**config.mk**
```make
export PLATFORM = sky130hd
export DESIGN_NAME = btn_conditioner_multi_flat
export DESIGN_NICKNAME = d
export VERILOG_FILES = /design/src/rtl/btn_conditioner_multi_if.sv /design/src/rtl/btn_conditioner_multi.sv /design/src/flat_wrapper.sv
export SDC_FILE = /design/constraint.sdc
export NUM_CORES = 1
export LEC_CHECK = 0
export CAP_MARGIN = 25
export CORE_ASPECT_RATIO = 0.5
export CORE_MARGIN = 2
export CORE_UTILIZATION = 45
export CTS_CLUSTER_DIAMETER = 200
export DETAILED_ROUTE_END_ITERATION = 8
export GPL_TIMING_DRIVEN = 0
export PLACE_DENSITY = 0.69
export SLEW_MARGIN = 0
export SYNTH_ARGS = -nofsm -noshare
export SYNTH_HDL_FRONTEND = slang
export SYNTH_SLANG_ARGS = --single-unit
```
**constraint.sdc**
```tcl
create_clock -name clk -period 6.4 [get_ports clk]
set_input_delay 1.28 -clock clk [delete_from_list [all_inputs] [get_ports clk]]
set_output_delay 1.28 -clock clk [all_outputs]
set_load 0.02 [all_outputs]
```
**src/rtl/btn_conditioner_multi_if.sv**
```systemverilog
// Button front-end bundle: pad levels and pulse enable in, debounced level and
// single-cycle event strobes out.
interface btn_conditioner_multi_if #(
   parameter int NUM_BTN = 5
);
   logic               en;
   logic [NUM_BTN-1:0] btn_raw;
   logic [NUM_BTN-1:0] btn_level;
   logic [NUM_BTN-1:0] press_p;
   logic [NUM_BTN-1:0] release_p;
   logic [NUM_BTN-1:0] repeat_p;
   logic [NUM_BTN-1:0] action_p;

   modport master (
      output en, btn_raw,
      input  btn_level, press_p, release_p, repeat_p, action_p
   );

   modport slave (
      input  en, btn_raw,
      output btn_level, press_p, release_p, repeat_p, action_p
   );
endinterface

```
**src/rtl/btn_conditioner_multi.sv**
```systemverilog
// N-channel push-button conditioner: synchroniser, per-channel debounce and
// press/release/auto-repeat pulse generation for the stopwatch control FSM.
module btn_conditioner_multi #(
   parameter int                 NUM_BTN       = 5,
   parameter int                 SYNC_STAGES   = 2,
   parameter int                 STABLE_CYCLES = 7_000_000,
   parameter int                 HOLD_CYCLES   = 50_000_000,
   parameter int                 REPEAT_CYCLES = 20_000_000,
   parameter logic [NUM_BTN-1:0] REPEAT_MASK   = 5'b11000
) (
   input  logic                  clk,
   input  logic                  rst_n,
   btn_conditioner_multi_if.slave btn_if
);
   localparam int DCW  = $clog2(STABLE_CYCLES + 1);
   localparam int HMAX = (HOLD_CYCLES > REPEAT_CYCLES) ? HOLD_CYCLES : REPEAT_CYCLES;
   localparam int HCW  = $clog2(HMAX + 1);

   localparam logic [1:0] ST_IDLE   = 2'd0;
   localparam logic [1:0] ST_HOLD   = 2'd1;
   localparam logic [1:0] ST_REPEAT = 2'd2;

   if (STABLE_CYCLES < 1 || HOLD_CYCLES < 1 || REPEAT_CYCLES < 1 || SYNC_STAGES < 2) begin : g_param_check
      $error("btn_conditioner_multi: illegal parameter combination");
   end

   logic [NUM_BTN-1:0] sync_q [SYNC_STAGES];

   always_ff @(posedge clk or negedge rst_n) begin
      if (!rst_n) begin
         for (int k = 0; k < SYNC_STAGES; k++) sync_q[k] <= '0;
      end else begin
         sync_q[0] <= btn_if.btn_raw;
         for (int k = 1; k < SYNC_STAGES; k++) sync_q[k] <= sync_q[k-1];
      end
   end

   for (genvar gi = 0; gi < NUM_BTN; gi++) begin : g_ch
      logic           s;
      logic [DCW-1:0] dcnt_q, dcnt_d;
      logic           level_q, level_d;
      logic [1:0]     state_q, state_d;
      logic [HCW-1:0] hcnt_q, hcnt_d;
      logic           repeat_d;
      logic           press_q, release_q, repeat_q;

      assign s = sync_q[SYNC_STAGES-1][gi];

      // Any cycle where the synced input agrees with the level restarts the window.
      always_comb begin
         dcnt_d  = '0;
         level_d = level_q;
         if (s != level_q) begin
            if (dcnt_q == DCW'(STABLE_CYCLES - 1)) level_d = ~level_q;
            else                                   dcnt_d  = dcnt_q + 1'b1;
         end
      end

      always_comb begin
         state_d  = state_q;
         hcnt_d   = hcnt_q;
         repeat_d = 1'b0;
         if (level_q && !level_d) begin
            state_d = ST_IDLE;
            hcnt_d  = '0;
         end else begin
            case (state_q)
               ST_IDLE: begin
                  if (!level_q && level_d) begin
                     state_d = ST_HOLD;
                     hcnt_d  = '0;
                  end
               end
               ST_HOLD: begin
                  if (hcnt_q == HCW'(HOLD_CYCLES - 1)) begin
                     // Unmasked channels park here with the counter saturated.
                     if (REPEAT_MASK[gi]) begin
                        repeat_d = 1'b1;
                        state_d  = ST_REPEAT;
                        hcnt_d   = '0;
                     end
                  end else begin
                     hcnt_d = hcnt_q + 1'b1;
                  end
               end
               ST_REPEAT: begin
                  if (hcnt_q == HCW'(REPEAT_CYCLES - 1)) begin
                     repeat_d = 1'b1;
                     hcnt_d   = '0;
                  end else begin
                     hcnt_d = hcnt_q + 1'b1;
                  end
               end
               default: begin
                  state_d = ST_IDLE;
                  hcnt_d  = '0;
               end
            endcase
         end
      end

      always_ff @(posedge clk or negedge rst_n) begin
         if (!rst_n) begin
            dcnt_q    <= '0;
            level_q   <= 1'b0;
            state_q   <= ST_IDLE;
            hcnt_q    <= '0;
            press_q   <= 1'b0;
            release_q <= 1'b0;
            repeat_q  <= 1'b0;
         end else begin
            dcnt_q    <= dcnt_d;
            level_q   <= level_d;
            state_q   <= state_d;
            hcnt_q    <= hcnt_d;
            press_q   <= ~level_q & level_d;
            release_q <= level_q & ~level_d;
            repeat_q  <= repeat_d;
         end
      end

      // Gating at the output means a pulse suppressed by en is simply lost.
      assign btn_if.btn_level[gi] = level_q;
      assign btn_if.press_p[gi]   = press_q & btn_if.en;
      assign btn_if.release_p[gi] = release_q & btn_if.en;
      assign btn_if.repeat_p[gi]  = repeat_q & btn_if.en;
      assign btn_if.action_p[gi]  = (press_q | repeat_q) & btn_if.en;
   end
endmodule

```
**src/flat_wrapper.sv**
```systemverilog
// flat-port wrapper written by rule: the top's interface ports become plain ports
module btn_conditioner_multi_flat 
#(
   parameter int                 NUM_BTN       = 5,
   parameter int                 SYNC_STAGES   = 2,
   parameter int                 STABLE_CYCLES = 7_000_000,
   parameter int                 HOLD_CYCLES   = 50_000_000,
   parameter int                 REPEAT_CYCLES = 20_000_000,
   parameter logic [NUM_BTN-1:0] REPEAT_MASK   = 5'b11000
)
  (clk, rst_n, btn_if_en, btn_if_btn_raw, btn_if_btn_level, btn_if_press_p, btn_if_release_p, btn_if_repeat_p, btn_if_action_p);
  btn_conditioner_multi_if #(.NUM_BTN(NUM_BTN)) btn_if_i ();
  input  logic clk;
  input  logic rst_n;
  input wire logic [$bits(btn_if_i.en)-1:0] btn_if_en;
  input wire logic [$bits(btn_if_i.btn_raw)-1:0] btn_if_btn_raw;
  output wire logic [$bits(btn_if_i.btn_level)-1:0] btn_if_btn_level;
  output wire logic [$bits(btn_if_i.press_p)-1:0] btn_if_press_p;
  output wire logic [$bits(btn_if_i.release_p)-1:0] btn_if_release_p;
  output wire logic [$bits(btn_if_i.repeat_p)-1:0] btn_if_repeat_p;
  output wire logic [$bits(btn_if_i.action_p)-1:0] btn_if_action_p;
  assign btn_if_i.en = btn_if_en;
  assign btn_if_i.btn_raw = btn_if_btn_raw;
  assign btn_if_btn_level = btn_if_i.btn_level;
  assign btn_if_press_p = btn_if_i.press_p;
  assign btn_if_release_p = btn_if_i.release_p;
  assign btn_if_repeat_p = btn_if_i.repeat_p;
  assign btn_if_action_p = btn_if_i.action_p;
  btn_conditioner_multi #(.NUM_BTN(NUM_BTN), .SYNC_STAGES(SYNC_STAGES), .STABLE_CYCLES(STABLE_CYCLES), .HOLD_CYCLES(HOLD_CYCLES), .REPEAT_CYCLES(REPEAT_CYCLES), .REPEAT_MASK(REPEAT_MASK)) u_core (.clk(clk), .rst_n(rst_n), .btn_if(btn_if_i));
endmodule
```
# Word level (Yosys, flattened, before mapping)
# Cells that the tools add are included.
# classes
addsub	10
n_eq_ne	45
mux	79
bitwise_logic	45
n_reduce_logical	36
# op_table
operator	count
$mux W26	20
$pmux W26 S3	5
$mux W23	10
$add A26 B1 Y26 const B	5
$eq A26 B25 Y1 const B	5
$eq A26 B26 Y1 const B	5
$add A23 B1 Y23 const B	5
$eq A23 B23 Y1 const B	5
$and A1 B1 Y1	30
$mux W1	25
$mux W2	12
$ne A3 B1 Y1 const B	7
$pmux W2 S2	3
$pmux W2 S3	2
$reduce_and A2 Y1	6
$eq A2 B1 Y1 const B	5
$eq A2 B2 Y1 const B	5
$logic_and A1 B1 Y1	10
$logic_not A1 Y1	10
$logic_not A2 Y1	5
$ne A2 B1 Y1 const B	5
$not A1 Y1	10
$ne A3 B2 Y1 const B	3
$reduce_and A3 Y1	2
4 further kinds	15
# word_totals
reg_bits	285
input_bits	8
out_inout_bits	25
wordCells	252

# Logic depth before layout (Yosys ltp)
# logic_depth
depth_word	7
depth_mapped	13
depth_no_buf	10

# Worst setup path before layout
# No wires, ideal clock.
# synth_path
path_kind	in2out
from	in btn_if_en
to	out btn_if_action_p[3]
t_arrival_ps	2002
t_required_ps	5120
slack_ps	3118
cell_stages	3
path_buffers	1
cell_sequence	clkbuf_1 and2_1 or2_2
# synth_via
elab_chain_len	1
# synth_rtl
element	line	rtl
start: declaration	flat_wrapper.sv:15	input wire logic [$bits(btn_if_i.en)-1:0] btn_if_en;
$and A1 B1 Y1	btn_conditioner_multi.sv:127	assign btn_if.action_p[gi] = (press_q | repeat_q) & btn_if.en;
end: declaration	flat_wrapper.sv:21	output wire logic [$bits(btn_if_i.action_p)-1:0] btn_if_action_p;
# No other way between the ends.

# Worst setup path in the final report
# layout_path
from	in btn_if_en
to	out btn_if_press_p[0]
# layout_via
elab_chain_len	1
# layout_rtl
element	line	rtl
$and A1 B1 Y1	btn_conditioner_multi.sv:124	assign btn_if.press_p[gi] = press_q & btn_if.en;
end: declaration	flat_wrapper.sv:18	output wire logic [$bits(btn_if_i.press_p)-1:0] btn_if_press_p;
# No other way between the ends.

==> results by group <==
STA
  • Final period util: 69.5%
  • Worst relative slew slack: 32.3%
  • Final hold vios: 0
  • Final setup viols: 0
  • RSZ-0062 raised after global routing: no
  • WHS: 357 ps
  • Setup WS post-layout: 1950 ps
  • Setup tns final: 0 ps
  • Fin crit period: 4450 ps
  • Clk_skew: 7.97 ps
  • Final max-slew violation count: 0
  • Highest clock rate: 225 MHz
  • Slew @ Worst Pin: 1010 ps

Pwr
  • Sw Pwr: 551 uW
  • Pint: 1.83 mW
  • Reg power frac: 53.4%
  • Switch share: 23.1%
  • Pwr Density: 210 nW/um^2
  • Combinational share of power: 2.7%
  • Clk pwr share: 43.9%
  • Leak Pwr: 4.71 nW
  • VDD IR-drop max: 0.179 mV
  • Overall power: 2.38 mW

Floorplan
  • Site row count: 38
  • Initial Util: 46.2%
  • Core area: 21,800 um^2
  • Chip width: 216 um
  • Full die area: 23,700 um^2
  • Die Ht: 110 um
  • Top-level I/O count: 33

Global routing
  • Vias in the first global route: 7,715
  • Largest net degree at the start of global routing: 103
  • Global-route wire length before repair: 35.7 mm
  • Grt met3 use: 3.76%
  • Global route hottest layer: met2
  • Initial antenna violation count: 0
  • Global routing usage on met2: 30.2%
  • Met1 usage: 24.5%
  • Total GRT Usage: 18.3%
  • Remaining global-route overflow: 0

Worst setup path
  • Beginning of the critical path: btn_if_en
  • Reg-to-Reg End: u_core.g_ch[4].hcnt_q[22]$_DFFE_PN0P_
  • Kind of critical path: in -> out
  • Critical-path maximum fanout: 11
  • Worst R2R Start: u_core.g_ch[4].dcnt_q[0]$_DFF_PN0_
  • Worst reg2reg setup slack: 3140 ps
  • Critical path data arrival time: 3170 ps
  • Crit start category: primary input
  • Data required, critical path: 5120 ps
  • CP endpoint kind: output pin
  • Reg2Reg Depth: 13

Clock tree
  • Worst skew pair latency: 440 ps
  • Sink Count: 198
  • CTS tree: yes
  • CTS clk-pin slew, worst paths: 70 ps
  • CTS resizes: 0
  • CTS root buffer: clkbuf_16
  • CTS max path bufs: 2
  • Cts bufs inserted: 17
  • CTS H-tree lvls: 4
  • Hold-fix buffers, CTS: 0
  • Post-CTS Setup Inserts: 0

Layout
  • Layout cells sized above 1: 5.77%
  • Final cell utilization of the core: 52.0%
  • Area grow syn2layout: 12.7%
  • Layout net count: 1,141

Synth
  • Dominant cells by area after synthesis: dfrtp_1, nor2_1, xor2_1
  • Mapped Avg Cell Area: 9.49 um^2
  • Synth top area share: 49.2%
  • Distinct cells, synth: 56
  • Mapped Area: 10,100 um^2
  • Synth area leader: dfrtp_1
  • Gate Count Post-Synth: 1,062
  • Number of flops mapped to enable cells by yosys: 0
  • Most common cell in the netlist: dfrtp_1
  • Yosys reg bits: 198
  • Synth async-reset ratio: 100%
  • Most frequent cells after synthesis: dfrtp_1, nor2_1, nand2_1
  • Leading register cell type out of synthesis: dfrtp_1
  • Sequential fraction of the synthesis area: 49.2%
  • Synth Warn #: 0

Place
  • Place WS: 1920 ps
  • Port bufs: 29
  • DP HPWL: 13.7 mm
  • Gpl congestion: 0.863

Worst hold path
  • Hold Crit Depth: 0
  • Hold path start: u_core.sync_q[6]$_DFF_PN0_
  • WHS Endpoint: u_core.g_ch[1].s$_DFF_PN0_
  • Worst Hold Class: reg -> reg

Route
  • Vias: 7,761
  • Residual DRC: 0
  • Antenna viol nets, final: 0
  • Initial DRC count: 615
  • 1st-pass router iterations: 5
  • Vias/cell: 5.44
  • Wirelength per Cell: 14.2 um
  • Post-Route WL: 20.2 mm

Flow run
  • Number of max-cap violations: 0

Run status
  • Run status: complete, no violations
power groups by stage:
stage | logic [mW] | clock network, mW | registers [mW]
floorplan | 0.0261 | 0 | 1.29
global route | 0.0746 | 1.12 | 1.27
finish | 0.0639 | 1.04 | 1.27
global placement | 0.0627 | 0 | 1.30
detailed placement | 0.0666 | 0 | 1.30
CTS | 0.0669 | 1.07 | 1.27
per-stage QoR:
stage | cells | instance area, um^2
floorplan | 1064 | 10100
global placement | 1393 | 10700
detailed placement | 1394 | 10800
CTS | 1425 | 11300
global route | 1426 | 11300
finish | 1427 | 11300
worst max-delay path, cell delays in order:
cell,delay [ps]
clkdlybuf4s50_1,490
clkbuf_1,450
and2_1,240
buf_4,110
clkdlybuf4s50_1,580
registers in the layout, summed over array words and instances (netlist names):
register	cells
u_core.g_ch.state_q	4
u_core.g_ch.hcnt_q	52
u_core.g_ch.release_q	5
u_core.sync_q	5
u_core.g_ch.dcnt_q	115
u_core.g_ch.s	5
u_core.g_ch.press_q	5
u_core.g_ch.level_q	5
u_core.g_ch.repeat_q	2
final cells by class:
type / count / area, um^2
flip-flops and latches: 198 / 4950
well taps: 300 / 375
clock buffers: 18 / 439
diodes: 1 / 2.50
fillers: 1936 / 10500
inverters: 25 / 93.8
clock inverters: 13 / 123
plain buffers: 45 / 235
repair buffers: 31 / 328
multi-input cells: 796 / 4800
worst max path at each step:
stage,endpoint,slack [ps],cells after the start
after floorplan,btn_if_action_p[3],3120,3
after global placement,u_core.g_ch[2].dcnt_q[21]$_DFF_PN0_,-4090,1
after detailed placement,btn_if_press_p[0],1920,5
after CTS,btn_if_press_p[0],1910,5
after global routing,btn_if_press_p[0],1870,5
final,btn_if_press_p[0],1950,5
placed cells by master (no fill, tap or decap), types with 9 or more instances in the layout:
master and count:
nand2_1 110, nor3_1 22, xnor2_1 48, o311ai_0 14, and3_1 35, nor4_1 15, clkbuf_16 17, clkdlybuf4s50_1 28
buf_4 11, a31oi_1 15, clkbuf_1 26, and4_1 15, and2_1 21, or3_1 16, nor2_1 136, or4_1 9
o21ai_0 20, xor2_1 54, a21oi_1 31, nand3_1 90, inv_1 25, dfrtp_1 198, nand4_1 36, ha_1 19
routing by layer:
layer  part of all wire [%]  vias up
met1                     49     3756
met3                    4.3       21
li1                       -     3839
met2                     46      145
met4                    1.2        0
met5                      0        -
cells by family (layout without fill, tap and decap cells):
logic type	after synthesis	count (layout)	share of synthesized area (%)
flip-flops	198	198	49.2
AND/OR/NAND/NOR	549	549	27.7
other	1	4	0.0372
XOR/XNOR	102	102	8.87
AO/OA/AOI/OAI	112	112	7.47
multiplexers	11	11	1.14
buffers and inverters	70	132	3.27
adder cells (fa/ha/maj)	19	19	2.36
Note: power is estimated with default switching activity, not from simulation.
==> patch 1 (same settings) <==
`HOLD_CYCLES` is set to 50_000_000 in 2 places; all go to 100_000_000.
--- a/src/rtl/btn_conditioner_multi.sv
+++ b/src/rtl/btn_conditioner_multi.sv
@@ -6,3 +6,3 @@
    parameter int                 STABLE_CYCLES = 7_000_000,
-   parameter int                 HOLD_CYCLES   = 50_000_000,
+   parameter int                 HOLD_CYCLES   = 100_000_000,
    parameter int                 REPEAT_CYCLES = 20_000_000,
--- a/src/flat_wrapper.sv
+++ b/src/flat_wrapper.sv
@@ -6,3 +6,3 @@
    parameter int                 STABLE_CYCLES = 7_000_000,
-   parameter int                 HOLD_CYCLES   = 50_000_000,
+   parameter int                 HOLD_CYCLES   = 100_000_000,
    parameter int                 REPEAT_CYCLES = 20_000_000,
Check against the original RTL: same outputs for any inputs over 4 cycles, from zero or initial values and one cycle with rst_n low; that may be too few to reach the edited logic, so the function may still have changed.
==> patch 1 against the original RTL <==
- sequential cell count up 2
- first-iteration DRC count down 6.8%
- worst setup slack worse by 0.052 ns
- total power up 2.5%
- clock skew up 0.0042 ns
- cell count down 0.14%
- area after synthesis down 0.21%
- critical path depth unchanged
- count of clock-buffer cells in the layout down 1
- final area about the same
- routed wire length up 2.8%
- critical endpoint is now btn_if_press_p[1]
==> patch 1: results <==
{
  "multi_input_gates": 786,
  "grt_use_met2": 0.314,
  "worstPathArrival_ns": 3.22,
  "p_leak_nw": 4.71,
  "grtUsageTotal": 0.183,
  "clock_buffers": 17,
  "hpwl_mm": 13.9,
  "synthAdderAreaFrac": 0.0212,
  "vias_per_cell": 5.48,
  "drtIter0Drc": 573,
  "synth.area.top_cells": "dfrtp_1, nor2_1, nand3_1, xor2_1, xnor2_1",
  "synth_xor_xnor_area_share": 0.0897,
  "multi_input_area_share": 0.414,
  "status": "completed",
  "p_comb_mw": 0.0658,
  "final-clk-cell-share": 0.0518,
  "ir_drop_v": 0.000184,
  "largestRegisters": "u_core.g_ch.dcnt_q: 115 flops, u_core.g_ch.hcnt_q: 54 flops",
  "buffer_area_frac": 0.0508,
  "critical_path_peak_fanout": 10,
  "synth_compound_area_frac": 0.0727,
  "buffers_excl_clock": 79,
  "grt_pass1_wl_mm": 35.5,
  "synth.distinct_cells": 51,
  "wl_met1_mm": 9.78,
  "synthMuxAreaShare": 0.00859,
  "grt_pass1_vias": 7656
}
patch 1: through the flow:
step,std cells,setup slack (ns)
floorplan,1062,3.12
global placement,1391,-4.29
detailed placement,1392,1.83
CTS,1424,1.82
global route,1425,1.74
finish,1425,1.90
patch 1: final timing paths:
| kind | from | to | slack (ns) | cells after the start |
|---|---|---|---|---|
| min in group asynchronous | rst_n | u_core.g_ch[3].dcnt_q[19] | 0.80 | 1 |
| max reg2reg | u_core.g_ch[4].dcnt_q[0] | u_core.g_ch[4].hcnt_q[15] | 2.54 | 13 |
| max in group asynchronous | rst_n | u_core.g_ch[1].dcnt_q[21] | 4.52 | 2 |
| min reg2reg | u_core.sync_q[8] | u_core.g_ch[3].s | 0.35 | 0 |
| max | btn_if_en | btn_if_press_p[1] | 1.90 | 5 |
| min | u_core.sync_q[8] | u_core.g_ch[3].s | 0.35 | 0 |
==> patch 2 (config.mk and constraints unchanged) <==
Without the edit above. One comparison of `dcnt_q` changes from == to >=.
--- a/src/rtl/btn_conditioner_multi.sv
+++ b/src/rtl/btn_conditioner_multi.sv
@@ -53,3 +53,3 @@
          if (s != level_q) begin
-            if (dcnt_q == DCW'(STABLE_CYCLES - 1)) level_d = ~level_q;
+            if (dcnt_q >= DCW'(STABLE_CYCLES - 1)) level_d = ~level_q;
             else                                   dcnt_d  = dcnt_q + 1'b1;
Formal check against the unedited RTL: same outputs for any inputs over 4 cycles, from zero or initial values and one cycle with rst_n low; that may be too few to reach the edited logic, so the function may still have changed.
==> patch 2 against the original RTL <==
- maximum frequency decreased by 2.1%
- critical path depth unchanged
- worst setup slack got worse by 0.094 ns
- sequential power about the same
- area after synthesis increased by 0.97%
- final area increased by 1.8%
- total power increased by 7.2%
- routed wire length increased by 3.5%
- sequential cell count unchanged
- critical endpoint is now btn_if_action_p[4]
- largest cell class unchanged
==> patch 2: results <==
{
  "nets": 1149,
  "gp_congestion": 0.884,
  "grt_pass1_vias": 7654,
  "drive_gt1_frac": 0.0589,
  "antenna_left": 0,
  "synth.area.top_cells": "dfrtp_1, nor2_1, xor2_1, xnor2_1, nand2_1",
  "dpl_worst_slack_ns": 1.79,
  "dr.pass1.iters": 5,
  "grt_max_degree": 107,
  "vias_per_cell": 5.49,
  "r2r_end": "u_core.g_ch[4].hcnt_q[13]",
  "drtIter0Drc": 633,
  "wl_mm": 20.9,
  "synth.distinct_cells": 71,
  "rrSetupSlack_ns": 2.66,
  "slowest_stage": "clkdlybuf4s50_1",
  "synth_most_common_cell": "dfrtp_1",
  "place_area_um2": 10900,
  "ir_drop_v": 0.000141,
  "worstMarginPinSlew_ns": 0.788,
  "clockRootBuffer": "clkbuf_16",
  "worstPathArrival_ns": 3.26,
  "synthTopCellsByCount": "dfrtp_1, nor2_1, nand2_1",
  "slew_violations": 0,
  "dp.cells": 1405,
  "grt_pass1_wl_mm": 36.0,
  "slowest_delay_ns": 0.59,
  "hpwl_mm": 14.3,
  "final_cells": 1437,
  "yosysSeqAreaShare": 0.487,
  "reg2reg_from": "u_core.g_ch[4].dcnt_q[0]",
  "p_leak_nw": 4.88,
  "hold_viol": 0,
  "ys_warn_count": 0,
  "finalCriticalPeriod_ns": 4.54,
  "status": "completed",
  "critical_path_peak_fanout": 10,
  "crit_end": "btn_if_action_p[4]",
  "rr_worst_depth": 12,
  "syn_area_per_cell_um2": 9.49,
  "diodes": 0,
  "skew_ns": 0.0117,
  "grtUsageTotal": 0.187,
  "synthArstFlopShare": 1.00,
  "cts_max_level": 4
}
-- patch 2: worst min-delay path by stage --
stage	start	cells after the start	slack [ns]	to
2_1_floorplan	u_core.sync_q[5]	0	0.33	u_core.g_ch[0].s
3_3_place_gp	u_core.sync_q[6]	0	0.33	u_core.g_ch[1].s
5_1_grt	u_core.sync_q[8]	0	0.36	u_core.g_ch[3].s
6_report	u_core.sync_q[9]	0	0.35	u_core.g_ch[4].s
3_5_place_dp	u_core.sync_q[8]	0	0.34	u_core.g_ch[3].s
4_1_cts	u_core.sync_q[8]	0	0.35	u_core.g_ch[3].s
-- patch 2: cell type report --
type | count | area [µm²]
clock buffer | 20 | 457
fill | 1931 | 10400
sequential | 198 | 4950
buffer | 42 | 228
inverter | 24 | 90.1
clock inverter | 12 | 211
timing repair buffer | 31 | 328
tap | 300 | 375
multi-input combinational | 810 | 4910
-- patch 2: logic make-up after synthesis --
group | count (synthesis) | synth area share
compound gates | 159 | 0.109
xor+xnor | 104 | 0.0896
fa+ha+maj | 17 | 0.0209
buf+inv | 66 | 0.0312
flops | 198 | 0.487
mux | 9 | 0.00935
other cells | 1 | 0.000369
simple gates | 518 | 0.253
-- patch 2: per-layer routing --
layer,routed length (µm),track usage
met5,0,0
met4,276,0.0626
met3,705,0.0436
met2,9900,0.313
met1,10000,0.244
-- patch 2: where the power goes --
| part | internal (mW) | switching [mW] | total [mW] |
|---|---|---|---|
| Combinational | 0.0182 | 0.0466 | 0.0648 |
| Sequential | 1.26 | 0.0120 | 1.27 |
| Clock | 0.723 | 0.491 | 1.21 |
